==> config.mk <==
export PLATFORM = sky130hd
export DESIGN_NAME = wts_adsr_envelope_generator_nch
export DESIGN_NICKNAME = d
export VERILOG_FILES = /design/src/rtl/wts_adsr_pkg.sv /design/src/rtl/wts_adsr_envelope_generator_nch_step.sv /design/src/rtl/wts_adsr_envelope_generator_nch.sv
export SDC_FILE = /design/constraint.sdc
export NUM_CORES = 1
export LEC_CHECK = 0
export ABC_AREA = 1
export CORE_ASPECT_RATIO = 0.8
export CORE_UTILIZATION = 44
export DETAILED_ROUTE_END_ITERATION = 10
export GPL_TIMING_DRIVEN = 0
export PLACE_DENSITY = 0.8
export SYNTH_ARGS = -nofsm -noshare
export SYNTH_HDL_FRONTEND = slang
export SYNTH_HIERARCHICAL = 1
export SYNTH_SLANG_ARGS = --single-unit
==> constraint.sdc <==
create_clock -name clk -period 6.3 [get_ports clk]
set_input_delay 0.63 -clock clk [delete_from_list [all_inputs] [get_ports clk]]
set_output_delay 0.63 -clock clk [all_outputs]
set_load 0.005 [all_outputs]
==> src/rtl/wts_adsr_pkg.sv <==
// Shared definitions for the time-multiplexed ADSR envelope engine.
package wts_adsr_pkg;

    localparam int STATE_W = 3;

    localparam logic [STATE_W-1:0] ST_IDLE    = 3'd0;
    localparam logic [STATE_W-1:0] ST_ATTACK  = 3'd1;
    localparam logic [STATE_W-1:0] ST_DECAY   = 3'd2;
    localparam logic [STATE_W-1:0] ST_SUSTAIN = 3'd3;
    localparam logic [STATE_W-1:0] ST_RELEASE = 3'd4;

endpackage

==> src/rtl/wts_adsr_envelope_generator_nch_step.sv <==
// Combinational single-channel ADSR step: applies key events or one rate step.
module wts_adsr_step
    import wts_adsr_pkg::*;
#(
    parameter int CNT_W   = 20,
    parameter int LEVEL_W = 7,
    parameter int RATE_W  = 8,
    parameter int SL_W    = 6
) (
    input  logic [STATE_W-1:0] state,
    input  logic [CNT_W-1:0]   cnt,
    input  logic [LEVEL_W-1:0] level,
    input  logic [RATE_W-1:0]  ar,
    input  logic [RATE_W-1:0]  dr,
    input  logic [RATE_W-1:0]  sr,
    input  logic [RATE_W-1:0]  rr,
    input  logic [SL_W-1:0]    sl,
    input  logic               ev_on,
    input  logic               ev_release,
    input  logic               ev_off,
    output logic [STATE_W-1:0] state_next,
    output logic [CNT_W-1:0]   cnt_next,
    output logic [LEVEL_W-1:0] level_next
);

    localparam logic [LEVEL_W-1:0] LEVEL_MAX = {LEVEL_W{1'b1}};

    logic [RATE_W-1:0]  rate;
    logic [CNT_W:0]     sum;
    logic               carry;
    logic [LEVEL_W-1:0] target;
    logic [LEVEL_W-1:0] lvl_up;
    logic [LEVEL_W-1:0] lvl_dn;

    always_comb begin
        case (state)
            ST_ATTACK:  rate = ar;
            ST_DECAY:   rate = dr;
            ST_SUSTAIN: rate = sr;
            ST_RELEASE: rate = rr;
            default:    rate = '0;
        endcase
        sum    = {1'b0, cnt} + (CNT_W+1)'(rate);
        carry  = sum[CNT_W];
        target = LEVEL_W'(sl) << (LEVEL_W - SL_W);
        // Level saturates at both ends instead of wrapping.
        lvl_up = (carry && level != LEVEL_MAX) ? level + 1'b1 : level;
        lvl_dn = (carry && level != '0) ? level - 1'b1 : level;

        state_next = state;
        cnt_next   = cnt;
        level_next = level;

        if (ev_off) begin
            state_next = ST_IDLE;
            cnt_next   = '0;
            level_next = '0;
        end else if (ev_on) begin
            state_next = ST_ATTACK;
            cnt_next   = '0;
            level_next = '0;
        end else if (ev_release && state != ST_IDLE) begin
            state_next = ST_RELEASE;
        end else begin
            case (state)
                ST_ATTACK: begin
                    cnt_next   = sum[CNT_W-1:0];
                    level_next = lvl_up;
                    if (lvl_up == LEVEL_MAX) begin
                        state_next = ST_DECAY;
                        cnt_next   = '0;
                    end
                end
                ST_DECAY: begin
                    cnt_next   = sum[CNT_W-1:0];
                    level_next = lvl_dn;
                    if (lvl_dn <= target) begin
                        state_next = ST_SUSTAIN;
                        cnt_next   = '0;
                    end
                end
                ST_SUSTAIN, ST_RELEASE: begin
                    cnt_next   = sum[CNT_W-1:0];
                    level_next = lvl_dn;
                    if (lvl_dn == '0) state_next = ST_IDLE;
                end
                default: ;
            endcase
        end
    end

endmodule

==> src/rtl/wts_adsr_envelope_generator_nch.sv <==
// Time-multiplexed ADSR envelope engine: per-channel storage, latched key events, tagged output.
module wts_adsr_envelope_generator_nch
    import wts_adsr_pkg::*;
#(
    parameter int CH_NUM  = 5,
    parameter int ACT_W   = 3,
    parameter int CNT_W   = 20,
    parameter int LEVEL_W = 7,
    parameter int RATE_W  = 8,
    parameter int SL_W    = 6
) (
    input  logic                     clk,
    input  logic                     nreset,
    input  logic [ACT_W-1:0]         active,
    input  logic [CH_NUM-1:0]        key_on,
    input  logic [CH_NUM-1:0]        key_release,
    input  logic [CH_NUM-1:0]        key_off,
    input  logic [CH_NUM*RATE_W-1:0] reg_ar,
    input  logic [CH_NUM*RATE_W-1:0] reg_dr,
    input  logic [CH_NUM*RATE_W-1:0] reg_sr,
    input  logic [CH_NUM*RATE_W-1:0] reg_rr,
    input  logic [CH_NUM*SL_W-1:0]   reg_sl,
    output logic [LEVEL_W-1:0]       envelope,
    output logic                     envelope_valid,
    output logic [ACT_W-1:0]         envelope_ch,
    output logic [CH_NUM-1:0]        ch_busy
);

    logic [STATE_W-1:0] st_q  [CH_NUM];
    logic [CNT_W-1:0]   cnt_q [CH_NUM];
    logic [LEVEL_W-1:0] lvl_q [CH_NUM];
    logic [CH_NUM-1:0]  pend_on, pend_rel, pend_off;

    logic [CH_NUM-1:0]  slot_sel;
    logic               slot_valid;
    logic [STATE_W-1:0] cur_st, nxt_st;
    logic [CNT_W-1:0]   cur_cnt, nxt_cnt;
    logic [LEVEL_W-1:0] cur_lvl, nxt_lvl;
    logic [RATE_W-1:0]  cur_ar, cur_dr, cur_sr, cur_rr;
    logic [SL_W-1:0]    cur_sl;
    logic               ev_on, ev_rel, ev_off;
    logic [CH_NUM-1:0]  busy_next;

    // Slot indices at or above CH_NUM match no channel and leave everything idle.
    always_comb begin
        slot_sel = '0;
        cur_st   = ST_IDLE;
        cur_cnt  = '0;
        cur_lvl  = '0;
        cur_ar   = '0;
        cur_dr   = '0;
        cur_sr   = '0;
        cur_rr   = '0;
        cur_sl   = '0;
        ev_on    = 1'b0;
        ev_rel   = 1'b0;
        ev_off   = 1'b0;
        for (int k = 0; k < CH_NUM; k++) begin
            if (active == ACT_W'(k)) begin
                slot_sel[k] = 1'b1;
                cur_st      = st_q[k];
                cur_cnt     = cnt_q[k];
                cur_lvl     = lvl_q[k];
                cur_ar      = reg_ar[k*RATE_W +: RATE_W];
                cur_dr      = reg_dr[k*RATE_W +: RATE_W];
                cur_sr      = reg_sr[k*RATE_W +: RATE_W];
                cur_rr      = reg_rr[k*RATE_W +: RATE_W];
                cur_sl      = reg_sl[k*SL_W +: SL_W];
                ev_on       = key_on[k] | pend_on[k];
                ev_rel      = key_release[k] | pend_rel[k];
                ev_off      = key_off[k] | pend_off[k];
            end
        end
        slot_valid = |slot_sel;
    end

    wts_adsr_step #(
        .CNT_W   (CNT_W),
        .LEVEL_W (LEVEL_W),
        .RATE_W  (RATE_W),
        .SL_W    (SL_W)
    ) u_step (
        .state      (cur_st),
        .cnt        (cur_cnt),
        .level      (cur_lvl),
        .ar         (cur_ar),
        .dr         (cur_dr),
        .sr         (cur_sr),
        .rr         (cur_rr),
        .sl         (cur_sl),
        .ev_on      (ev_on),
        .ev_release (ev_rel),
        .ev_off     (ev_off),
        .state_next (nxt_st),
        .cnt_next   (nxt_cnt),
        .level_next (nxt_lvl)
    );

    always_comb begin
        busy_next = '0;
        for (int k = 0; k < CH_NUM; k++) begin
            busy_next[k] = slot_sel[k] ? (nxt_st != ST_IDLE) : (st_q[k] != ST_IDLE);
        end
    end

    always_ff @(posedge clk or negedge nreset) begin
        if (!nreset) begin
            for (int k = 0; k < CH_NUM; k++) begin
                st_q[k]  <= ST_IDLE;
                cnt_q[k] <= '0;
                lvl_q[k] <= '0;
            end
            pend_on        <= '0;
            pend_rel       <= '0;
            pend_off       <= '0;
            envelope       <= '0;
            envelope_valid <= 1'b0;
            envelope_ch    <= '0;
            ch_busy        <= '0;
        end else begin
            for (int k = 0; k < CH_NUM; k++) begin
                if (slot_sel[k]) begin
                    st_q[k]  <= nxt_st;
                    cnt_q[k] <= nxt_cnt;
                    lvl_q[k] <= nxt_lvl;
                end
            end
            // A pulse landing on its own slot is consumed there and never latched.
            pend_on        <= (pend_on  | key_on)      & ~slot_sel;
            pend_rel       <= (pend_rel | key_release) & ~slot_sel;
            pend_off       <= (pend_off | key_off)     & ~slot_sel;
            envelope_valid <= slot_valid;
            ch_busy        <= busy_next;
            if (slot_valid) begin
                envelope    <= nxt_lvl;
                envelope_ch <= active;
            end
        end
    end

endmodule

==> flow_summary.html <==
<table>
<tr><th>Metric</th><th>Value</th></tr>
<tr><th colspan="2">Final layout</th></tr>
<tr><td>Nets@finish</td><td>2222</td></tr>
<tr><td>Fillers</td><td>2433</td></tr>
<tr><td>Antenna diodes</td><td>0</td></tr>
<tr><td>Final Instance Count excl. Fillers</td><td>2363</td></tr>
<tr><td>Fraction of layout cells with a size suffix above 1</td><td>8.37%</td></tr>
<tr><td>Area Overhead vs Synth</td><td>29.5%</td></tr>
<tr><td>Util after Layout</td><td>between 50% and 60%</td></tr>
<tr><th colspan="2">Worst setup path</th></tr>
<tr><td>Max stage delay on crit path</td><td>approximately 380 ps</td></tr>
<tr><td>Worst reg-to-reg setup slack</td><td>approximately 1000 ps</td></tr>
<tr><td>Capturing element type of the critical path</td><td>flip-flop</td></tr>
<tr><td>Critical R2R Capture</td><td>cnt_q[98]</td></tr>
<tr><td>Critical register-to-register path startpoint</td><td>st_q[12]</td></tr>
<tr><td>WP buf/inv</td><td>14</td></tr>
<tr><td>Worst path required time</td><td>around 6600 ps</td></tr>
<tr><td>Path depth of the worst reg2reg path</td><td>38</td></tr>
<tr><td>Crit-path most repeated cell</td><td>sky130_fd_sc_hd__nand2_1</td></tr>
<tr><td>Number of logic stages on the critical path including buffering</td><td>42</td></tr>
<tr><td>Highest net fanout along the worst path</td><td>10</td></tr>
<tr><td>Startpoint types</td><td>primary input</td></tr>
<tr><td>Slowest cell on the critical path</td><td>sky130_fd_sc_hd__fa_1</td></tr>
<tr><td>Family with the most delay on the worst path</td><td>simple AND/OR/NAND/NOR gates</td></tr>
<tr><td>Critical path class</td><td>in -&gt; reg</td></tr>
<tr><td>Data arrival time of the worst path</td><td>6150 ps</td></tr>
<tr><th colspan="2">Synth</th></tr>
<tr><td>Post-synthesis cell type with the largest combined area</td><td>sky130_fd_sc_hd__dfrtp_1</td></tr>
<tr><td>Sequential share of the synthesized area</td><td>38.6%</td></tr>
<tr><td>Cell types occupying the most area after synthesis</td><td>sky130_fd_sc_hd__dfrtp_1, sky130_fd_sc_hd__nand2_1, sky130_fd_sc_hd__nand3_1, sky130_fd_sc_hd__nor2_1, sky130_fd_sc_hd__inv_1</td></tr>
<tr><td>Mapped Avg Cell Area</td><td>6.73 um^2</td></tr>
<tr><td>Top cell types by occurrence after synthesis</td><td>sky130_fd_sc_hd__nand2_1, sky130_fd_sc_hd__nand3_1, sky130_fd_sc_hd__nor2_1, sky130_fd_sc_hd__dfrtp_1, sky130_fd_sc_hd__inv_1</td></tr>
<tr><td>Count leader, synth</td><td>sky130_fd_sc_hd__nand2_1</td></tr>
<tr><td>Number of enable flip-flop cells after synthesis</td><td>0</td></tr>
<tr><td>Post-synthesis instance total</td><td>approximately 1700</td></tr>
<tr><td>Synthesis warning total</td><td>6</td></tr>
<tr><td>Fraction of registers with async set/reset</td><td>100%</td></tr>
<tr><td>#FFs+latches synth</td><td>~180</td></tr>
<tr><td>Top-area cell type share of the netlist area</td><td>38.6%</td></tr>
<tr><td>Count of different cell masters after synthesis</td><td>between 40 and 50</td></tr>
<tr><td>Area of the mapped netlist</td><td>11700 um^2</td></tr>
<tr><td>Post-Syn Nets</td><td>1972</td></tr>
<tr><td>Most used flip-flop cell after synthesis</td><td>sky130_fd_sc_hd__dfrtp_1</td></tr>
<tr><th colspan="2">Clock network</th></tr>
<tr><td>Cell chosen for the clock root</td><td>sky130_fd_sc_hd__clkbuf_16</td></tr>
<tr><td>Total CTS buffers</td><td>17</td></tr>
<tr><td>Hold buffer count at cts</td><td>0</td></tr>
<tr><td>Number of H-tree branching levels</td><td>4</td></tr>
<tr><td>Num Clock Sinks</td><td>181</td></tr>
<tr><td>Clock slew at the register clock pins of the worst setup and hold paths</td><td>70 ps</td></tr>
<tr><td>CTS tree</td><td>done</td></tr>
<tr><td>Largest buffer count on any clock path</td><td>2</td></tr>
<tr><td>Worst skew pair latency</td><td>450 ps</td></tr>
<tr><th colspan="2">Detailed routing</th></tr>
<tr><td>Drt pass-1 iters</td><td>6</td></tr>
<tr><td>Drt wl/cell</td><td>18.4 um</td></tr>
<tr><td>Via-per-instance ratio</td><td>5.49</td></tr>
<tr><td>Post-route DRC violation count</td><td>0</td></tr>
<tr><td>Total routed wirelength</td><td>43.4 mm</td></tr>
<tr><td>Number of design-rule violations left by the first detailed-router iteration</td><td>approximately 1500</td></tr>
<tr><td>Antenna-violating nets left</td><td>0</td></tr>
<tr><td>Total number of vias</td><td>12981</td></tr>
<tr><th colspan="2">Timing</th></tr>
<tr><td>Measured slew at the worst slew-check pin</td><td>around 1100 ps</td></tr>
<tr><td>Slew Viols, Final</td><td>0</td></tr>
<tr><td>Post-layout minimum cycle time</td><td>5850 ps</td></tr>
<tr><td>Max-slew headroom at the worst pin</td><td>25.6%</td></tr>
<tr><td>Setup violations, final</td><td>0</td></tr>
<tr><td>Fin. Hold Viols</td><td>0</td></tr>
<tr><td>Timing-limited maximum frequency</td><td>171 MHz</td></tr>
<tr><td>Maximum clock skew at final layout</td><td>roughly 13 ps</td></tr>
<tr><td>Unrepaired setup endpoints after global routing</td><td>no</td></tr>
<tr><td>Fraction of the cycle the final worst path needs</td><td>92.8%</td></tr>
<tr><th colspan="2">Floorplan</th></tr>
<tr><td>Die X</td><td>185 um</td></tr>
<tr><td>Floorplan core area</td><td>26300 um^2</td></tr>
<tr><td>Placement Rows</td><td>53</td></tr>
<tr><td>Die Area</td><td>about 27000 um^2</td></tr>
<tr><td>Die height</td><td>between 100 and 150 um</td></tr>
<tr><td>Initial standard-cell utilization of the core</td><td>around 45%</td></tr>
<tr><td>IO Pins</td><td>226</td></tr>
<tr><th colspan="2">Pwr</th></tr>
<tr><td>Maximum vdd drop</td><td>208 uV</td></tr>
<tr><td>Static leakage power</td><td>between 7 and 8 nW</td></tr>
<tr><td>Pwr Density</td><td>215 nW/um^2</td></tr>
<tr><th colspan="2">Placement</th></tr>
<tr><td>Routability-driven placement congestion ratio</td><td>roughly 0.98</td></tr>
<tr><td>Half-perimeter wire length after detailed placement</td><td>32.1 mm</td></tr>
<tr><td>Number of buffers inserted by port buffering</td><td>roughly 220</td></tr>
<tr><td>Placed cell count</td><td>between 2000 and 2500</td></tr>
<tr><th colspan="2">Global routing</th></tr>
<tr><td>Number of antenna violations at the first check in global routing</td><td>0</td></tr>
<tr><td>First-pass GRT wire length</td><td>66.7 mm</td></tr>
<tr><td>Via count of the first global-routing pass</td><td>around 12000</td></tr>
<tr><td>Global routing usage summed across all routing layers</td><td>32.1%</td></tr>
<tr><td>Overflow left after global routing</td><td>0</td></tr>
<tr><td>Maximum number of pins on one net before global-route repair</td><td>about 100</td></tr>
<tr><th colspan="2">Outcome</th></tr>
<tr><td>Result of the run</td><td>completed</td></tr>
<tr><th colspan="2">Flow run</th></tr>
<tr><td>Max-capacitance violation count</td><td>0</td></tr>
<tr><th colspan="2">Min path</th></tr>
<tr><td>Worst min-delay path class</td><td>in -&gt; async</td></tr>
</table>
==> metrics by stage <==
stage / total power [mW] / hold slack, ps / worst slack [ps] / TNS (ps) / instance area (um^2)
after floorplan: 1.79 / 334 / 1090 / 0 / 11700
after global placement: 2.18 / 455 / -2750 / -565450 / 14400
after detailed placement: 2.19 / 460 / -932 / -69830 / 14500
after CTS: 3.24 / 202 / 34.5 / 0 / 15000
after global routing: 3.40 / 236 / 86.9 / 0 / 15200
final: 3.27 / 177 / 451 / 0 / 15200
==> per-layer routing <==
metal	up-vias	wire length, um	GRT usage (%)
met5	-	0	0
met4	0	1720	14.7
met3	113	4310	6.80
met2	673	18800	47.2
met1	6137	18700	45.2
li1	6058	-	-
==> repair_timing <==
| item | 4_1_cts | 5_1_grt |
|---|---|---|
| pin swaps | 1 | 5 |
| setup buffers | 1 | 5 |
| gates resized for setup | 5 | 28 |
| endpoints found under the setup margin | 110 | 110 |
==> state kept, by name, summed over array words and instances (netlist names) <==
signal	count
envelope	7
cnt_q	100
ch_busy	5
pend_rel	5
lvl_q	35
st_q	15
envelope_valid	1
envelope_ch	3
pend_off	5
pend_on	5
==> report_power, final <==
part           switching, mW  internal, mW  leakage (nW)  total (mW)
clock network          0.519         0.526         0.273        1.04
logic                  0.552         0.356          4.55       0.909
registers             0.0561          1.26          2.41        1.32
total                   1.13          2.14          7.23        3.27
==> how the worst max path moves through the flow <==
stage	to	from
finish	cnt_q[98]	active[1]
global route	cnt_q[16]	active[1]
CTS	cnt_q[98]	active[1]
detailed placement	ch_busy[3]	active[1]
global placement	pend_off[1]	nreset
floorplan	ch_busy[3]	active[2]
==> placed cells by master, fill, tap and decap left out, types with 4 or more instances in the layout <==
| master | synthesis | routed |
|---|---|---|
| sky130_fd_sc_hd__dfrtp_1 | 181 | 181 |
| sky130_fd_sc_hd__nand4_1 | 15 | 15 |
| sky130_fd_sc_hd__xor2_1 | 14 | 14 |
| sky130_fd_sc_hd__o22ai_1 | 6 | 6 |
| sky130_fd_sc_hd__o21ai_0 | 83 | 83 |
| sky130_fd_sc_hd__clkdlybuf4s50_1 | 0 | 221 |
| sky130_fd_sc_hd__nand3_1 | 251 | 248 |
| sky130_fd_sc_hd__clkbuf_16 | 0 | 17 |
| sky130_fd_sc_hd__buf_2 | 52 | 47 |
| sky130_fd_sc_hd__buf_1 | 6 | 4 |
| sky130_fd_sc_hd__ha_1 | 17 | 15 |
| sky130_fd_sc_hd__buf_4 | 10 | 17 |
| sky130_fd_sc_hd__buf_6 | 10 | 12 |
| sky130_fd_sc_hd__inv_1 | 181 | 180 |
| sky130_fd_sc_hd__a21oi_1 | 38 | 38 |
| sky130_fd_sc_hd__clkbuf_1 | 18 | 18 |
| sky130_fd_sc_hd__o21ai_1 | 87 | 87 |
| sky130_fd_sc_hd__nand3_2 | 2 | 4 |
| sky130_fd_sc_hd__inv_8 | 0 | 4 |
| sky130_fd_sc_hd__nor2_1 | 205 | 204 |
| sky130_fd_sc_hd__xnor2_1 | 6 | 6 |
| sky130_fd_sc_hd__nand2_2 | 7 | 7 |
| sky130_fd_sc_hd__nor2_4 | 7 | 8 |
| sky130_fd_sc_hd__nand2_1 | 497 | 497 |
| sky130_fd_sc_hd__a22oi_1 | 4 | 4 |
| sky130_fd_sc_hd__inv_2 | 12 | 13 |
==> logic make-up after synthesis <==
kind of cell             count (synthesis)  synth area share, %
AND/OR/NAND/NOR                       1003                 36.8
AO/OA/AOI/OAI                          229                 10.2
buffers and inverters                  293                 10.9
XOR/XNOR                                20                 1.49
adder cells (fa/ha/maj)                 18                 1.98
flip-flops                             181                 38.6
==> layout make-up <==
class / count / area (um^2) / area share, %
buffer: 96 / 574 / 3.78
clock buffer: 18 / 429 / 2.83
clock inverter: 13 / 144 / 0.948
inverter: 197 / 748 / 4.93
multi-input combinational: 1270 / 5990 / 39.4
sequential: 181 / 4530 / 29.8
tap: 357 / 447 / 2.94
timing repair buffer: 231 / 2320 / 15.3
Note: power is estimated with default switching activity, not from simulation.
